**src/rtl/fo4_meas_pkg.sv**
```systemverilog
// Shared definitions for the FO4 ring-oscillator frequency meter.
//   meas_state_e      : measurement FSM states
//   DefaultSettle     : default ring settle time in clk cycles
//   DefaultSyncStages : default depth of the ring_in synchronizer
//   sat_inc()         : saturating increment on values up to 32 bits wide
package fo4_meas_pkg;

  typedef enum logic [1:0] {
    StIdle,
    StArm,
    StMeasure,
    StDone
  } meas_state_e;

  localparam int unsigned DefaultSettle     = 4;
  localparam int unsigned DefaultSyncStages = 2;

  // Returns val+1 when inc is set, holding at max_val instead of wrapping.
  function automatic logic [31:0] sat_inc(input logic [31:0] val,
                                          input logic [31:0] max_val,
                                          input logic        inc);
    return (inc && (val != max_val)) ? val + 32'd1 : val;
  endfunction

endpackage

```
**src/rtl/fo4_sync_edge.sv**
```systemverilog
// Synchronizer plus rising-edge detector for the asynchronous ring signal.
//   clk, rst_n : system clock, asynchronous active-low reset
//   async_in   : asynchronous input (ring oscillator output)
//   s          : synchronized level (output of the last synchronizer flop)
//   rise       : one-cycle pulse where s is 1 and was 0 the cycle before
module fo4_sync_edge #(
  parameter int unsigned SYNC_STAGES = 2  // must be >= 2
) (
  input  logic clk,
  input  logic rst_n,
  input  logic async_in,
  output logic s,
  output logic rise
);

  logic [SYNC_STAGES-1:0] sync_q, sync_d;
  logic                   prev_q, prev_d;

  always_comb begin
    sync_d = {sync_q[SYNC_STAGES-2:0], async_in};
    prev_d = sync_q[SYNC_STAGES-1];
  end

  always_ff @(posedge clk or negedge rst_n) begin
    if (!rst_n) begin
      sync_q <= '0;
      prev_q <= 1'b0;
    end else begin
      sync_q <= sync_d;
      prev_q <= prev_d;
    end
  end

  assign s    = sync_q[SYNC_STAGES-1];
  assign rise = sync_q[SYNC_STAGES-1] & ~prev_q;

endmodule

```
**src/rtl/fo4_ring_freq_meter.sv**
```systemverilog
// Measurement back end for the FO4 inverter ring oscillator.
// Enables the ring, lets it settle, then counts rising edges and high cycles of
// the synchronized ring signal over a window of clk cycles and hands the result
// out on a valid/ready interface.
//   clk, rst_n   : system clock, asynchronous active-low reset
//   start        : request a measurement (honoured only while idle)
//   window_len   : window length in clk cycles, captured when start is accepted
//   ring_in      : asynchronous ring output (must be slower than clk/2)
//   osc_enable   : ring loop enable, high while arming and measuring
//   busy         : high while arming and measuring
//   res_valid    : result available; res_ready accepts it
//   edge_count   : rising edges inside the window (saturating)
//   high_count   : window cycles with the ring high (saturating)
//   overflow     : sticky flag, a counter tried to go past all-ones
// Requires CNT_W, WIN_W <= 32 and SETTLE >= SYNC_STAGES+1.
module fo4_ring_freq_meter
  import fo4_meas_pkg::*;
#(
  parameter int unsigned CNT_W       = 16,
  parameter int unsigned WIN_W       = 16,
  parameter int unsigned SYNC_STAGES = DefaultSyncStages,
  parameter int unsigned SETTLE      = DefaultSettle
) (
  input  logic             clk,
  input  logic             rst_n,
  input  logic             start,
  input  logic [WIN_W-1:0] window_len,
  input  logic             ring_in,
  output logic             osc_enable,
  output logic             busy,
  output logic             res_valid,
  input  logic             res_ready,
  output logic [CNT_W-1:0] edge_count,
  output logic [WIN_W-1:0] high_count,
  output logic             overflow
);

  localparam int unsigned    SetW       = $clog2(SETTLE + 1);
  localparam logic [SetW-1:0] SettleLast = SetW'(SETTLE - 1);
  localparam logic [CNT_W-1:0] CntMax    = '1;
  localparam logic [WIN_W-1:0] HighMax   = '1;

  meas_state_e      state_q, state_d;
  logic [WIN_W-1:0] win_q, win_d;
  logic [WIN_W-1:0] meas_q, meas_d;
  logic [SetW-1:0]  settle_q, settle_d;
  logic [CNT_W-1:0] edge_q, edge_d;
  logic [WIN_W-1:0] high_q, high_d;
  logic             ovf_q, ovf_d;
  logic             osc_q, osc_d;
  logic             busy_q, busy_d;
  logic             valid_q, valid_d;
  logic             ring_s, ring_rise;

  fo4_sync_edge #(
    .SYNC_STAGES(SYNC_STAGES)
  ) u_sync_edge (
    .clk     (clk),
    .rst_n   (rst_n),
    .async_in(ring_in),
    .s       (ring_s),
    .rise    (ring_rise)
  );

  always_comb begin
    state_d  = state_q;
    win_d    = win_q;
    meas_d   = meas_q;
    settle_d = settle_q;
    edge_d   = edge_q;
    high_d   = high_q;
    ovf_d    = ovf_q;
    valid_d  = 1'b0;

    unique case (state_q)
      StIdle: begin
        if (start) begin
          win_d    = window_len;
          edge_d   = '0;
          high_d   = '0;
          ovf_d    = 1'b0;
          settle_d = '0;
          state_d  = StArm;
        end
      end
      StArm: begin
        settle_d = settle_q + SetW'(1);
        if (settle_q == SettleLast) begin
          meas_d  = '0;
          state_d = (win_q == '0) ? StDone : StMeasure;
        end
      end
      StMeasure: begin
        meas_d = meas_q + WIN_W'(1);
        edge_d = CNT_W'(sat_inc(32'(edge_q), 32'(CntMax), ring_rise));
        high_d = WIN_W'(sat_inc(32'(high_q), 32'(HighMax), ring_s));
        if ((ring_rise && (edge_q == CntMax)) || (ring_s && (high_q == HighMax))) begin
          ovf_d = 1'b1;
        end
        if (meas_q == win_q - WIN_W'(1)) begin
          state_d = StDone;
        end
      end
      StDone: begin
        // res_valid comes up one cycle after entering DONE and drops on handshake.
        valid_d = 1'b1;
        if (valid_q && res_ready) begin
          valid_d = 1'b0;
          state_d = StIdle;
        end
      end
      default: state_d = StIdle;
    endcase

    // Enable and busy follow the next state so the ring runs for the full settle time.
    osc_d  = (state_d == StArm) || (state_d == StMeasure);
    busy_d = osc_d;
  end

  always_ff @(posedge clk or negedge rst_n) begin
    if (!rst_n) begin
      state_q  <= StIdle;
      win_q    <= '0;
      meas_q   <= '0;
      settle_q <= '0;
      edge_q   <= '0;
      high_q   <= '0;
      ovf_q    <= 1'b0;
      osc_q    <= 1'b0;
      busy_q   <= 1'b0;
      valid_q  <= 1'b0;
    end else begin
      state_q  <= state_d;
      win_q    <= win_d;
      meas_q   <= meas_d;
      settle_q <= settle_d;
      edge_q   <= edge_d;
      high_q   <= high_d;
      ovf_q    <= ovf_d;
      osc_q    <= osc_d;
      busy_q   <= busy_d;
      valid_q  <= valid_d;
    end
  end

  assign osc_enable = osc_q;
  assign busy       = busy_q;
  assign res_valid  = valid_q;
  assign edge_count = edge_q;
  assign high_count = high_q;
  assign overflow   = ovf_q;

endmodule
```
**config.mk**
```make
export PLATFORM = sky130hd
export DESIGN_NAME = fo4_ring_freq_meter
export DESIGN_NICKNAME = d
export VERILOG_FILES = /design/src/rtl/fo4_meas_pkg.sv /design/src/rtl/fo4_sync_edge.sv /design/src/rtl/fo4_ring_freq_meter.sv
export SDC_FILE = /design/constraint.sdc
export NUM_CORES = 1
export LEC_CHECK = 0
export CAP_MARGIN = 20
export CORE_MARGIN = 4
export CORE_UTILIZATION = 54
export DETAILED_ROUTE_END_ITERATION = 6
export PLACE_DENSITY_LB_ADDON = 0.1
export SLEW_MARGIN = 20
export SYNTH_ARGS = -nofsm -noshare
export SYNTH_HDL_FRONTEND = slang
export SYNTH_SLANG_ARGS = --single-unit
```
**constraint.sdc**
```tcl
create_clock -name clk -period 3.3 [get_ports clk]
set_input_delay 0.495 -clock clk [delete_from_list [all_inputs] [get_ports clk]]
set_output_delay 0.495 -clock clk [all_outputs]
set_load 0.01 [all_outputs]
```
==> run metrics, run 1 <==
status completed; antenna violations before repair 0; switching share of power between 30% and 40%; share of layout cells above drive strength 1 5.144%; startpoint types flop; Setup crit end kind flop; Die W just over 90 um; IO Count between 50 and 60; Worst-Margin Slew between 900 and 1000 ps; drt total wl around 8.6 mm; Ys Warns 0; DR WL/cell roughly 15 um; sequential share of the synthesized area approximately 49%; H-tree levels 3; GRT Util Overall about 22%; core area about 6900 um^2; total CTS buffers 9; Antenna Nets Post-Route 0; Pint approximately 1900 uW; Clock Skew approximately 7.4 ps; Yosys reg bits 75; synth unique cells 45; Final Max Slew Viols 0; RSZ-0062 raised after global routing no; worst hold slack 261.3 ps; Initial Util between 50% and 60%; routed vias approximately 3200; setup violators final 0; Post-CTS Setup Inserts 0; buffers added on ports between 50 and 60; violation count after the first detailed-route iteration 106; Clk pwr share 23.0%; fill count 570; CP top delay family simple AND/OR/NAND/NOR gates; fin nets between 500 and 600; area grow syn2layout 21.53%; WS Path Type reg -> reg; Worst-path clk slew about 70 ps; PD cells between 600 and 700 nW/um^2; Post-synth EDFFs 0; # diodes 0; Clock Sinks 75; Final min period roughly 2700 ps; most common cell after layout, fill and taps aside nand2_1; Leak just over 0.002 uW; Die Span Y 92.60 um; CTS Root Cell clkbuf_8; Net Count, Synth 452; Resize count post-CTS 0; Sequential Power Share 44.2%; vias per inst between 5 and 6; worst-path cell with the longest stage delay or4b_1; Die Area roughly 8600 um^2; Worst EP required about 3500 ps; total of max-cap violations 0; Clock Latency Late Sink 340 ps; Post-synth ARST share 100.0%; largest net degree at the start of global routing 76; vias in the first global route 3297; Tcrit/Tclk final around 82%; commonest non-fill, non-tap cells in the layout 85 x nand2_1, 75 x dfrtp_1, 55 x clkdlybuf4s50_1; gpl congestion approximately 0.85; WP data arrival 2930 ps; Syn Inst Count between 400 and 500; final setup TNS 0 ps; Cell Chain, Critical Path inv_1 > ha_1 > or4b_1 > or3_1 > mux2_2 > mux2i_1 > o21ai_0 > a31o_2 > xor2_1; CTS tree yes; VDD IR-drop max ~0.27 mV; Buf/Inv on CP 1; worst hold path type in -> async; Bufs on Longest Clock Path 2; grt ovf 0; Cell Area, Synth about 3900 um^2; endpoints failing hold 0; post-DP HPWL between 6 and 7 mm; Slew headroom 37.32%; CP max FO 6; Combinational Power Share about 33%; crit-path max cell delay ~560 ps; Mean Syn Cell Area approximately 9 um^2; cell row count 30; CTS Hold Bufs 0; Net Sw Power roughly 1100 uW; Peak Freq between 300 and 400 MHz; first-pass GRT wire length about 15 mm; DRC 0; DR pass1 iterations 5; ys flop type dfrtp_1
==> synthesized netlist by cell type (2+ instances only) <==
master | n | area (um^2)
nor4_1 | 7 | 43.79
nor2_1 | 37 | 138.9
and3_1 | 5 | 31.28
xnor2_1 | 18 | 157.7
o21ai_0 | 33 | 165.2
nor2b_1 | 3 | 18.77
nand3b_1 | 2 | 15.01
nand2b_1 | 5 | 31.28
ha_1 | 6 | 75.07
or3_1 | 7 | 43.79
nand4_1 | 15 | 93.84
a31oi_1 | 4 | 25.02
and4_1 | 3 | 26.28
dfrtp_1 | 75 | 1877
inv_1 | 8 | 30.03
mux2i_1 | 7 | 70.07
nor3_1 | 6 | 30.03
nand3_1 | 27 | 135.1
a21oi_1 | 11 | 55.05
nand2_1 | 85 | 319.1
clkbuf_1 | 11 | 41.29
buf_2 | 2 | 10.01
or4b_1 | 2 | 20.02
xor2_1 | 25 | 219.0
==> stage by stage <==
step / power [uW] / cell area, um^2 / utilization, % / worst slack, ps / cells
6_report: 3047 / 4697 / 68.38 / 598.2 / 582
5_1_grt: 3285 / 4697 / 68.38 / 419.1 / 582
4_1_cts: 3071 / 4697 / 68.38 / 593.0 / 582
3_5_place_dp: 2361 / 4503 / 65.56 / 593.8 / 566
3_3_place_gp: 2334 / 4503 / 65.56 / 668.2 / 566
2_1_floorplan: 2036 / 3865 / - / 789.4 / 425
==> final timing paths <==
path / startpoint / to / slack, ps / cells after the start
hold reg to reg: u_sync_edge.sync_q[0] / u_sync_edge.sync_q[1] / 370 / 0
setup reg to reg: win_q[0] / busy / 600 / 9
max in group asynchronous: rst_n / high_count[0] / 2390 / 1
hold / removal: rst_n / settle_q[0] / 260 / 1
min in group clk: u_sync_edge.sync_q[0] / u_sync_edge.sync_q[1] / 370 / 0
setup / recovery: win_q[0] / busy / 600 / 9
==> sequential cells by signal (all words and copies together) (netlist names) <==
signal,cells
edge_count,16
high_count,16
meas_q,16
win_q,16
settle_q,3
state_q,2
u_sync_edge.sync_q,2
busy,1
overflow,1
res_valid,1
u_sync_edge.prev_q,1
==> layout make-up <==
cell class | instances | area (um^2) | area share, %
multi-input combinational | 327 | 1888 | 40.20
sequential | 75 | 1877 | 39.96
timing repair buffer | 60 | 588.1 | 12.52
clock buffer | 11 | 141.4 | 3.010
tap | 96 | 120.1 | 2.557
clock inverter | 5 | 52.55 | 1.119
inverter | 8 | 30.03 | 0.6393
==> layer usage <==
layer  up-vias  GRT usage [%]  wire, um
met2        70          35.23      4076
met5         -              0         0
li1       1584              -         -
met1      1551          29.82      4065
met3        14          4.062       330
met4         0          8.787       155
==> power groups by stage <==
stage	registers [uW]	clock network, uW	logic [uW]
global route	1380	764	1140
detailed placement	1360	0	999
CTS	1350	721	1000
global placement	1350	0	981
floorplan	1300	0	739
finish	1350	702	997
==> cells by family (layout without fill, tap and decap cells) <==
kind of cell               after synthesis  count (layout)  share of synthesized area [%]
DFF                                     75              75                          48.56
xor gates and xnor gates                43              43                          9.744
and+or+nand+nor                        209             209                          25.80
adders and majority gates                6               6                          1.942
muxes                                    8               8                          2.104
buffers and inverters                   23              84                          2.590
AOI/OAI and AO/OA                       61              61                          9.259
Power figures use the tool's default switching activity.
==> run 2: changes to the inputs <==
- CORE_UTILIZATION: 54 -> 49
- clock period: 3.3 -> 2.25 ns (I/O delays scaled with it)
==> run 2 against run 1 <==
  * Design area up 6.5%
  * Critical path depth unchanged
  * Sequential power up 39%
  * First-iteration DRC count up 0.94%
  * Fmax up 12%
  * The flow now finishes with violations (setup timing)
  * Highest routed layer unchanged
==> run metrics, run 2 (same netlist as run 1, synthesis figures left out) <==
worst hold slack 9.728 ps (-251.6 ps); drt total wl 9.021 mm (+4.6%); Initial Util 50.28% (-6.0 points); H-tree levels 3 (unchanged); Die Area 9372 um^2 (+9.3%); vias in the first global route 3307 (+0.30%); failing checks setup timing; # diodes 0 (unchanged); status finished, violations left; setup violators final 1 (+1); pre-CTS WS -120.6 ps (-714.4 ps); VDD IR-drop max 0.4005 mV (+49%); Final Power 4778 uW (+57%); startpoint types flop; first-pass GRT wire length 15.81 mm (+3.2%); Bufs on Longest Clock Path 2 (unchanged); Die W 96.81 um (+4.5%); area grow syn2layout 29.43%; Worst-path clk slew 80 ps (about the same); r2r setup slk -150 ps (-750 ps); fin nets 542 (+6.7%); GRT Util Overall 20.45% (-1.6 points); commonest non-fill, non-tap cells in the layout 85 x nand2_1, 75 x dfrtp_1, 55 x clkdlybuf4s50_1; worst r2r src win_q[1]; fill count 670 (+18%); CTS tree yes; CTS Root Cell clkbuf_8; post-route setup slack -153.1 ps (-751.3 ps); worst hold path type in -> async; WS Path Type reg -> reg; Die Span Y 96.81 um (+4.5%); Final Max Slew Viols 0 (unchanged); Tcrit/Tclk final 106.8% (+25 points); Final min period 2403 ps (-298.7 ps); Clock Sinks 75 (unchanged); WP data arrival 2640 ps (-290 ps); post-DP HPWL 6.458 mm (+7.0%); share of layout cells above drive strength 1 13.08% (+7.9 points); Clk pwr share 20.3% (-2.7 points); Worst EP required 2480 ps (-1050 ps); IO Count 57 (unchanged); violation count after the first detailed-route iteration 107 (+0.94%); Leak 0.002192 uW (+8.0%); cell row count 32 (+6.7%); Critical path origin win_q[1]; RR Endpoint busy; Peak Freq 416.1 MHz (+12%); grt ovf 0 (unchanged); vias per inst 5.323 (-3.8%); RSZ-0062 raised after global routing yes; total of max-cap violations 0 (unchanged); most common cell after layout, fill and taps aside nand2_1; Pint 3016 uW (+57%); Setup crit end kind flop; Combinational Power Share 40.6% (+7.9 points); CP max FO 3 (-3); largest net degree at the start of global routing 53 (-30%); DR WL/cell 14.50 um (-2.1%); core area 7687 um^2 (+12%); routed vias 3311 (+2.9%); total CTS buffers 9 (unchanged); Net Sw Power 1762 uW (+57%); DR pass1 iterations 4 (-1); switching share of power 36.89% (about the same); buffers added on ports 56 (unchanged); PD cells 955.2 nW/um^2 (+47%); Worst-Margin Slew 685.6 ps (-254.6 ps); DRC 0 (unchanged); endpoints failing hold 0 (unchanged); Sequential Power Share 39.1% (-5.1 points); Slew headroom 54.29% (+17 points); Clock Skew 10.93 ps (+3.500 ps); Antenna Nets Post-Route 0 (unchanged); gpl congestion 0.8493 (-0.66%); antenna violations before repair 0 (unchanged); Clock Latency Late Sink 360 ps (+20 ps); Reg2Reg Depth 9 (unchanged)
-- run 2: layout make-up --
class	count	area [um^2]	share of cell area [%]
Clock buffer	12	155.1	3.102
Timing Repair Buffer	94	855.8	17.11
Clock inverter	4	25.02	0.5002
Sequential cell	75	1877	37.52
Tap cell	102	127.6	2.551
Inverter	8	30.03	0.6003
Multi-Input combinational cell	327	1932	38.62
-- run 2: power groups by stage --
stage | combinational [uW] | clock [uW] | sequential, uW
after global placement | 1880 | 0 | 1880
after global routing | 2160 | 1060 | 1910
after floorplan | 1120 | 0 | 1910
final | 1940 | 971 | 1870
after CTS | 1930 | 994 | 1870
after detailed placement | 1920 | 0 | 1890
-- run 2: worst max path at each step --
stage	to	slack, ps	cells after the start
4_1_cts	busy	-140	9
2_1_floorplan	busy	-130	9
3_5_place_dp	busy	-120	9
5_1_grt	busy	-220	9
6_report	busy	-150	9
3_3_place_gp	busy	-100	8
-- run 2: what timing repair did --
action / in CTS / in global routing
setup buffers: 1 / 0
hold buffers: 0 / 0
setup endpoints to repair: 2 / 4
pin swaps: 1 / 0
hold endpoints to repair: 0 / 0
resized for setup: 0 / 4
-- run 2: layer usage --
layer,wire [um],GRT usage (%),up-vias,part of all wire [%]
li1,-,-,1652,-
met1,4357,27.47,1587,48
met2,4232,32.32,59,47
met3,285,5.047,13,3.2
met4,145,7.127,0,1.6
met5,0,0,-,0
-- run 2: critical path, stage by stage (launching register included) --
cell	delay, ps
dfrtp_1	390
inv_2	80
ha_4	130
or4b_4	450
or3_4	360
mux2_2	280
mux2i_1	130
o21ai_1	80
a31o_2	230
xor2_1	160
-- run 2: stage by stage --
step / std cells / TNS (ps) / area (um^2) / util, %
6_report: 622 / -153.1 / 5002 / 65.07
5_1_grt: 622 / -282.3 / 5002 / 65.07
4_1_cts: 622 / -144.7 / 4980 / 64.78
3_5_place_dp: 605 / -120.6 / 4792 / 62.34
3_3_place_gp: 605 / -103.8 / 4792 / 62.34
2_1_floorplan: 425 / -128.9 / 3886 / -
